===== src/rtl/gray2rgb.sv =====
// gray2rgb: gray-to-RGB444 converter with frame-shadowed mode/threshold and a 2-stage pipeline
module gray2rgb #(
  parameter logic [1:0] MODE_DEFAULT   = 2'd0,
  parameter logic [7:0] THRESH_DEFAULT = 8'd128
) (
  input  logic        clk,
  input  logic        rst_n,
  input  logic [7:0]  gray_in,
  input  logic        gray_in_en,
  input  logic        frame_start,
  input  logic [1:0]  mode_in,
  input  logic [7:0]  thresh_in,
  output logic [11:0] RGB444_out,
  output logic        RGB_out_en,
  output logic [1:0]  mode_active
);
  typedef enum logic [1:0] {MONO, BINARY, HEAT, INVERT} mode_t;
  logic [1:0]  mode_q, mode_d, mode_s1_q;
  logic [7:0]  thr_q, thr_d, thr_s1_q, gray_s1_q;
  logic        en_s1_q, en_q;
  logic [11:0] rgb_q, rgb_d;
  logic [3:0]  hi, n;
  // A pixel coincident with frame_start already uses the incoming settings
  assign mode_d = frame_start ? mode_in : mode_q;
  assign thr_d  = frame_start ? thresh_in : thr_q;
  assign hi     = gray_s1_q[7:4];
  assign n      = gray_s1_q[5:2];
  always_comb begin
    rgb_d = {hi, hi, hi};
    case (mode_t'(mode_s1_q))
      BINARY: rgb_d = (gray_s1_q >= thr_s1_q) ? 12'hFFF : 12'h000;
      HEAT: case (gray_s1_q[7:6])
        2'b00:   rgb_d = {4'h0, n, 4'hF};
        2'b01:   rgb_d = {4'h0, 4'hF, 4'hF - n};
        2'b10:   rgb_d = {n, 4'hF, 4'h0};
        default: rgb_d = {4'hF, 4'hF - n, 4'h0};
      endcase
      INVERT: rgb_d = {~hi, ~hi, ~hi};
      default: rgb_d = {hi, hi, hi};
    endcase
  end
  always_ff @(posedge clk or negedge rst_n) begin
    if (!rst_n) begin
      mode_q    <= MODE_DEFAULT;
      thr_q     <= THRESH_DEFAULT;
      en_s1_q   <= 1'b0;
      gray_s1_q <= 8'h00;
      mode_s1_q <= 2'd0;
      thr_s1_q  <= 8'h00;
      en_q      <= 1'b0;
      rgb_q     <= 12'h000;
    end else begin
      mode_q  <= mode_d;
      thr_q   <= thr_d;
      en_s1_q <= gray_in_en;
      if (gray_in_en) begin
        gray_s1_q <= gray_in;
        mode_s1_q <= mode_d;
        thr_s1_q  <= thr_d;
      end
      en_q <= en_s1_q;
      if (en_s1_q) rgb_q <= rgb_d;
    end
  end
  assign RGB444_out  = rgb_q;
  assign RGB_out_en  = en_q;
  assign mode_active = mode_q;
endmodule


===== config.mk =====
export PLATFORM = sky130hd
export DESIGN_NAME = gray2rgb
export DESIGN_NICKNAME = d
export VERILOG_FILES = /design/src/rtl/gray2rgb.sv
export SDC_FILE = /design/constraint.sdc
export NUM_CORES = 1
export LEC_CHECK = 0
export BUFFER_PORTS_ARGS = -buffer_cell sky130_fd_sc_hd__buf_2
export CAP_MARGIN = 30
export CORE_ASPECT_RATIO = 2
export CORE_MARGIN = 5
export CORE_UTILIZATION = 39
export CTS_BUF_LIST = sky130_fd_sc_hd__clkbuf_4 sky130_fd_sc_hd__clkbuf_8
export DETAILED_ROUTE_END_ITERATION = 8
export PLACE_DENSITY = 0.7
export SLEW_MARGIN = 20
export SYNTH_ARGS = -nofsm -noshare
export SYNTH_HDL_FRONTEND = slang
export SYNTH_SLANG_ARGS = --single-unit

===== constraint.sdc =====
create_clock -name clk -period 1.7 [get_ports clk]
set_input_delay 0.085 -clock clk [delete_from_list [all_inputs] [get_ports clk]]
set_output_delay 0.085 -clock clk [all_outputs]
set_load 0.01 [all_outputs]

==> metrics.txt, run 1 <==
Area Overhead vs Synth 22.5%; Final TNS setup 0 ps; antenna violations before repair 0; number of cells after detailed placement 304; Slew headroom 0.635; maximum frequency from static timing analysis 0.618 GHz; total nets after synthesis 239; mean post-synth cell area 10.6 sq um; proportion of layout cells with a drive suffix above 1 0.389; DP Wirelength 3.61 mm; DIE AREA 7270 sq um; count of endpoints failing hold in the final timing report 0; Post-Syn Area 2180 sq um; remaining design rule violation count 0; number of synthesized flops with an enable pin 0; main combinational cell family by area after synthesis compound AO/OA/AOI/OAI gates; share of the synthesized area in compound gates (AO/OA/AOI/OAI) 0.203; power share of the sequential group 0.452; Post-Synth Adder-Cell Area 0.0689; remaining global-route overflow 0; Worst Hold Margin 14.1 ps; Placed Instance Area 2480 sq um; Leakage 1.18 nW; Reg area 1050 sq um; total wire length after detailed routing 4.99 mm; total power per unit cell area 1040 nW/um^2; top-area cell type share of the netlist area 0.471; Layout Cells excl Fill 317; max-cap viol count 0; Slew Viols, Final 0; overall track demand over capacity in global routing 0.146; signal arrival time at the worst endpoint 1790 ps; slew at the pin closest to its max-slew limit 547 ps; clock tree buffer depth 2; mean number of vias per cell 5.32; master cell of the clock root buffer clkbuf_8; ratio of final minimum period to clock period 0.951; post-synthesis async set-or-reset flop share 1.00; CTS tree built; simple-gate share of the synthesized area 0.0936; number of port buffers 36; per-cell routed wire length 15.7 um; data required time at the worst endpoint 1880 ps; final instance area 2670 sq um; final net count 290; internal power contribution 0.00186 W; xor-xnor portion of the synthesized cell area 0; path category of the worst min-delay check primary input to register; number of vias after detailed routing 1,685; largest net degree at the start of global routing 43; Worst Setup End Kind register; fraction of the core area covered by cells at the end of the flow 0.492; library cell with the highest instance count after synthesis dfrtp_1; die width 62.8 um; Synth Register Bits 42; NetSw 0.000905 W; DRT iter0 DRCs 33; worst voltage drop across the vdd grid 0.806 mV; global-route wire length before repair 8.31 mm; number of antenna repair diodes 0; most frequently used flop master after synthesis dfrtp_1; Crit Path Max Fanout 4; Clk pin slew, worst setup/hold paths 80 ps; setup fix buffers added after clock tree synthesis 0; Placeable Area 5420 sq um; via count of the first global-routing pass 1,798; count of filler cells inserted in the layout 529; cts bufs inserted 5; portion of the post-synthesis area used by sequential elements 0.483; initial core utilization 0.402; Mapped Cells 205; number of antenna-violating nets in the routed design 0; yosys warns 0; switching fraction of total power 0.327; total number of clock tree sinks 42; Setup Viol. Count Final 0; multi-input logic area 1040 sq um; gpl congestion 0.884; Min Clock Period, post-route 1620 ps; combinational share of power 0.302; die outline height 116 um; Worst Setup Path Type register to register; element type at the critical path start register; most frequent cells after synthesis 41 x dfrtp_1, 18 x a21oi_1, 18 x mux2_2; skew final 7.19 ps; status completed; Area contributors post-synth dfrtp_1 47%, mux2_2 9.3%, ha_1 6.9%; largest area contributor in the netlist dfrtp_1; TritonRoute pass-1 iters 4; clock latency on the worst-skew pair 310 ps; power share of the clock group 0.246; post-synth cell types 27; deepest level of the CTS H-tree 2; Core Rows 38; proportion of synthesized area in mux cells 0.0930; number of primary I/O pins 37
-- area by class of cell --
type                    instances  area share
inverters                      15      0.0211
repair buffers                 55       0.130
multi-input cells             137       0.391
well taps                      60      0.0281
clock inverters                 2     0.00469
flip-flops and latches         42       0.394
clock buffers                   6      0.0309
-- cells in the final DEF (no fill, tap or decap), types with 3 or more instances in the layout --
cell	count
a211oi_2	9
a21oi_1	18
buf_2	36
buf_4	13
clkbuf_8	6
dfrtp_1	41
dlygate4sd3_1	5
ha_1	10
inv_1	14
mux2_2	18
nand2_1	16
nand2b_1	9
nor2_1	10
nor3_1	4
o21ai_0	16
o21ai_2	6
o221ai_1	3
o22ai_1	4
o32ai_1	3
-- routing by layer --
| metal | GRT usage | routed length [um] | vias to the layer above |
|---|---|---|---|
| met2 | 0.276 | 2910 | 29 |
| met5 | 0 | 0 | - |
| met1 | 0.145 | 1780 | 825 |
| met3 | 0.0339 | 178 | 8 |
| met4 | 0.0737 | 121 | 0 |
| li1 | - | - | 823 |
-- kinds of logic (layout without fill, tap and decap cells) --
logic type / Yosys count / in the layout
buf+inv: 26 / 78
compound gates: 64 / 64
fa+ha+maj: 12 / 12
simple gates: 43 / 43
mux: 18 / 18
flops: 42 / 42
-- critical path, cell delays in order, from the launching register on --
cell	delay, ps
dfrtp_1	430
inv_2	100
ha_2	310
a211oi_2	230
a211oi_2	60
o32ai_1	270
a21oi_1	90
-- worst paths after layout --
check,start,end,slack (ps),cells after the start
max reg2reg,gray_s1_q[6]$_DFFE_PN0P_,RGB444_out[7]$_DFFE_PN0P_,80,6
max in group asynchronous,rst_n,thr_q[7]$_DFF_PN1_,930,3
min reg2reg,thr_q[0]$_DFF_PN0_,thr_q[0]$_DFF_PN0_,500,1
min,gray_in[3],gray_s1_q[3]$_DFFE_PN0P_,10,2
min in group asynchronous,rst_n,en_s1_q$_DFF_PN0_,380,3
max,gray_s1_q[6]$_DFFE_PN0P_,RGB444_out[7]$_DFFE_PN0P_,80,6
-- state kept, by name (all words and copies together) (netlist names) --
name	flops
en_s1_q	1
mode_active	2
thr_q	8
RGB_out_en	1
mode_s1_q	2
thr_s1_q	8
gray_s1_q	8
RGB444_out	12
-- through the flow --
stage / setup WS (ps) / power, W
6_report: 82.8 / 0.00276
5_1_grt: -37.6 / 0.00295
4_1_cts: 16.9 / 0.00276
3_5_place_dp: 18.4 / 0.00206
3_3_place_gp: 38.5 / 0.00204
2_1_floorplan: 83.7 / 0.00177
-- what timing repair did --
item | 4_1_cts | 5_1_grt
endpoints found under the hold margin | 45 | 0
gates resized for setup | 0 | 9
setup endpoints to repair | 0 | 12
hold buffers | 5 | 0
-- power groups by stage --
| stage | clock network (W) | logic, W | registers (W) |
|---|---|---|---|
| global placement | 0 | 0.000778 | 0.00126 |
| CTS | 0.000702 | 0.000809 | 0.00125 |
| floorplan | 0 | 0.000480 | 0.00129 |
| global route | 0.000738 | 0.000937 | 0.00127 |
| detailed placement | 0 | 0.000796 | 0.00127 |
| finish | 0.000679 | 0.000834 | 0.00125 |
Note: power is estimated with default switching activity, not from simulation.
==> run 2: changes to the inputs <==
PLACE_DENSITY = 0.68   (was 0.7)
clock period = 1.6 ns   (was 1.7 ns; I/O delays follow)
==> metrics.txt, run 2 (same netlist as run 1, synthesis figures left out) <==
status complete, but fails checks; violations in the final reports setup timing; initial core utilization 0.402 (unchanged); DRT iter0 DRCs 29 (-12%); per-cell routed wire length 15.7 um (+0.11%); remaining design rule violation count 0 (unchanged); Worst Setup Path Type register to register; slew at the pin closest to its max-slew limit 543 ps (-4.40 ps); cts bufs inserted 5 (unchanged); Core Rows 38 (unchanged); Min Clock Period, post-route 1600 ps (-16.0 ps); cell-by-cell listing of the critical path ha_4 > a211oi_2 > o21ai_1 > a41oi_2 > buf_6 > clkbuf_16 > o21ai_2; power share of the sequential group 0.417 (-0.035); signal arrival time at the worst endpoint 1790 ps (about the same); ratio of final minimum period to clock period 1.00 (+0.0495); Worst Setup End Kind register; Slew headroom 0.638 (+0.00293); largest net degree at the start of global routing 43 (unchanged); total power per unit cell area 1120 nW/um^2 (+8.4%); launch point of the worst hold path gray_in[2]; max-cap viol count 0 (unchanged); Slew Viols, Final 0 (unchanged); number of cells after detailed placement 307 (+0.99%); total power after layout 0.00320 W (+16%); clock tree buffer depth 2 (unchanged); worst-case reg-to-reg path depth 7 (+1); flop2flop setup slack -1 ps (-80 ps); Leakage 1.23 nW (+4.9%); data required time at the worst endpoint 1790 ps (-90 ps); Area Overhead vs Synth 30.8%; Clk pin slew, worst setup/hold paths 70 ps (about the same); remaining global-route overflow 0 (unchanged); number of antenna repair diodes 0 (unchanged); die outline height 116 um (unchanged); count of filler cells inserted in the layout 530 (+0.19%); antenna violations before repair 0 (unchanged); number of antenna-violating nets in the routed design 0 (unchanged); most frequent standard cell in the layout excluding fill and tap cells dfrtp_1; maximum frequency from static timing analysis 0.625 GHz (+1.0%); element type at the critical path start register; global-route wire length before repair 8.52 mm (+2.5%); number of primary I/O pins 37 (unchanged); NetSw 0.000998 W (+10%); Reg area 1050 sq um (+0.24%); Layout Cells excl Fill 326 (+2.8%); unrepaired setup endpoints after global routing true; Reg2Reg Launch Point gray_s1_q[2]$_DFFE_PN0P_; switching fraction of total power 0.312 (-0.0153); clock latency on the worst-skew pair 300 ps (about the same); DIE AREA 7270 sq um (unchanged); Setup Viol. Count Final 2 (+2); power share of the clock group 0.267 (+0.021); master cell of the clock root buffer clkbuf_8; die width 62.8 um (unchanged); count of cells along the worst hold path 2 (unchanged); skew final 6.96 ps (-0.230 ps); total number of clock tree sinks 42 (unchanged); number of port buffers 36 (unchanged); Crit Path Max Fanout 5 (+1); CTS tree built; mean number of vias per cell 5.26 (-0.97%); gpl congestion 0.844 (-4.6%); multi-input logic area 1110 sq um (+6.1%); overall track demand over capacity in global routing 0.150 (+0.00474); final net count 299 (+3.1%); most frequent cells in the layout 39 x dfrtp_1, 36 x buf_2, 18 x mux2_2; Placeable Area 5420 sq um (unchanged); combinational share of power 0.316 (+0.014); largest stage delay on the critical path 420 ps (about the same); FF-to-FF End RGB444_out[0]$_DFFE_PN0P_; worst-case setup margin in the final layout -1.19 ps (-84.0 ps); DP Wirelength 3.73 mm (+3.2%); Endpoint, Worst Hold gray_s1_q[2]$_DFFE_PN0P_; worst voltage drop across the vdd grid 0.839 mV (+4.2%); total wire length after detailed routing 5.13 mm (+2.9%); TritonRoute pass-1 iters 4 (unchanged); slowest CP cell dfrtp_1; deepest level of the CTS H-tree 2 (unchanged); flip-flop count of the largest register after layout 12 (unchanged); number of vias after detailed routing 1,716 (+1.8%); internal power contribution 0.00220 W (+18%); count of endpoints failing hold in the final timing report 0 (unchanged); proportion of layout cells with a drive suffix above 1 0.432 (+0.0432); path category of the worst min-delay check primary input to register; via count of the first global-routing pass 1,761 (-2.1%)
run 2: changes by cell type in the layout (fill, tap and decap cells not counted), sizes merged:
cell         delta
dlygate4sd3     +3
bufinv          +1
buf             +5
clkinv          -1
clkbuf          +1
run 2: metrics by stage:
stage                     TNS (ps)  cell area (sq um)  setup WS [ps]  hold slack (ps)   util
after global routing          -521               2850          -67.7             13.1  0.526
final                        -1.24               2850          -1.19             17.4  0.526
after detailed placement      -848               2500           -101              187  0.462
after CTS                    -1.00               2760          -1.00             6.77  0.509
after floorplan                  0               2180           5.15             -216      -
after global placement       -92.2               2500          -17.5              174  0.462
run 2: routing by layer:
layer / routed length, um / vias up / global-route usage
li1: - / 841 / -
met2: 2880 / 33 / 0.280
met1: 1910 / 827 / 0.151
met4: 210 / 0 / 0.0878
met5: 0 / - / 0
met3: 137 / 15 / 0.0320
run 2: how the worst max path moves through the flow:
stage,from,endpoint,slack [ps],depth (start not counted)
6_report,gray_s1_q[2]$_DFFE_PN0P_,RGB444_out[0]$_DFFE_PN0P_,-1,7
5_1_grt,gray_s1_q[2]$_DFFE_PN0P_,RGB444_out[0]$_DFFE_PN0P_,-70,7
4_1_cts,thr_s1_q[2]$_DFFE_PN0P_,RGB444_out[5]$_DFFE_PN0P_,-1,7
3_5_place_dp,thr_s1_q[2]$_DFFE_PN0P_,RGB444_out[5]$_DFFE_PN0P_,-100,7
3_3_place_gp,gray_s1_q[6]$_DFFE_PN0P_,RGB444_out[5]$_DFFE_PN0P_,-20,6
2_1_floorplan,gray_s1_q[2]$_DFFE_PN0P_,RGB444_out[4]$_DFFE_PN0P_,5,6
run 2: critical path: cells and delay by family, from the launching register on:
kind | cells | cell delay [ps]
flops | 1 | 420
buf+inv | 2 | 300
fa+ha+maj | 1 | 260
compound gates | 4 | 510
run 2: final cells by class:
type | instances | share of cell area
Clock buffer | 6 | 0.0268
Timing Repair Buffer | 64 | 0.156
Sequential cell | 42 | 0.370
Inverter | 15 | 0.0198
Multi-Input combinational cell | 137 | 0.388
Clock inverter | 2 | 0.0132
Tap cell | 60 | 0.0263
run 2: power by group through the flow:
stage	logic [W]	registers (W)	clock network (W)
floorplan	0.000515	0.00137	0
global placement	0.000846	0.00134	0
detailed placement	0.000865	0.00135	0
CTS	0.000925	0.00133	0.000888
global route	0.00111	0.00136	0.000930
finish	0.00101	0.00133	0.000855
run 2: repair_timing:
action,4_1_cts,5_1_grt
gates resized for setup,9,11
endpoints found under the setup margin,12,12
buffers inserted,0,2
pin swaps,1,9
cloned,0,1
hold buffers,8,0
hold endpoints to repair,48,0
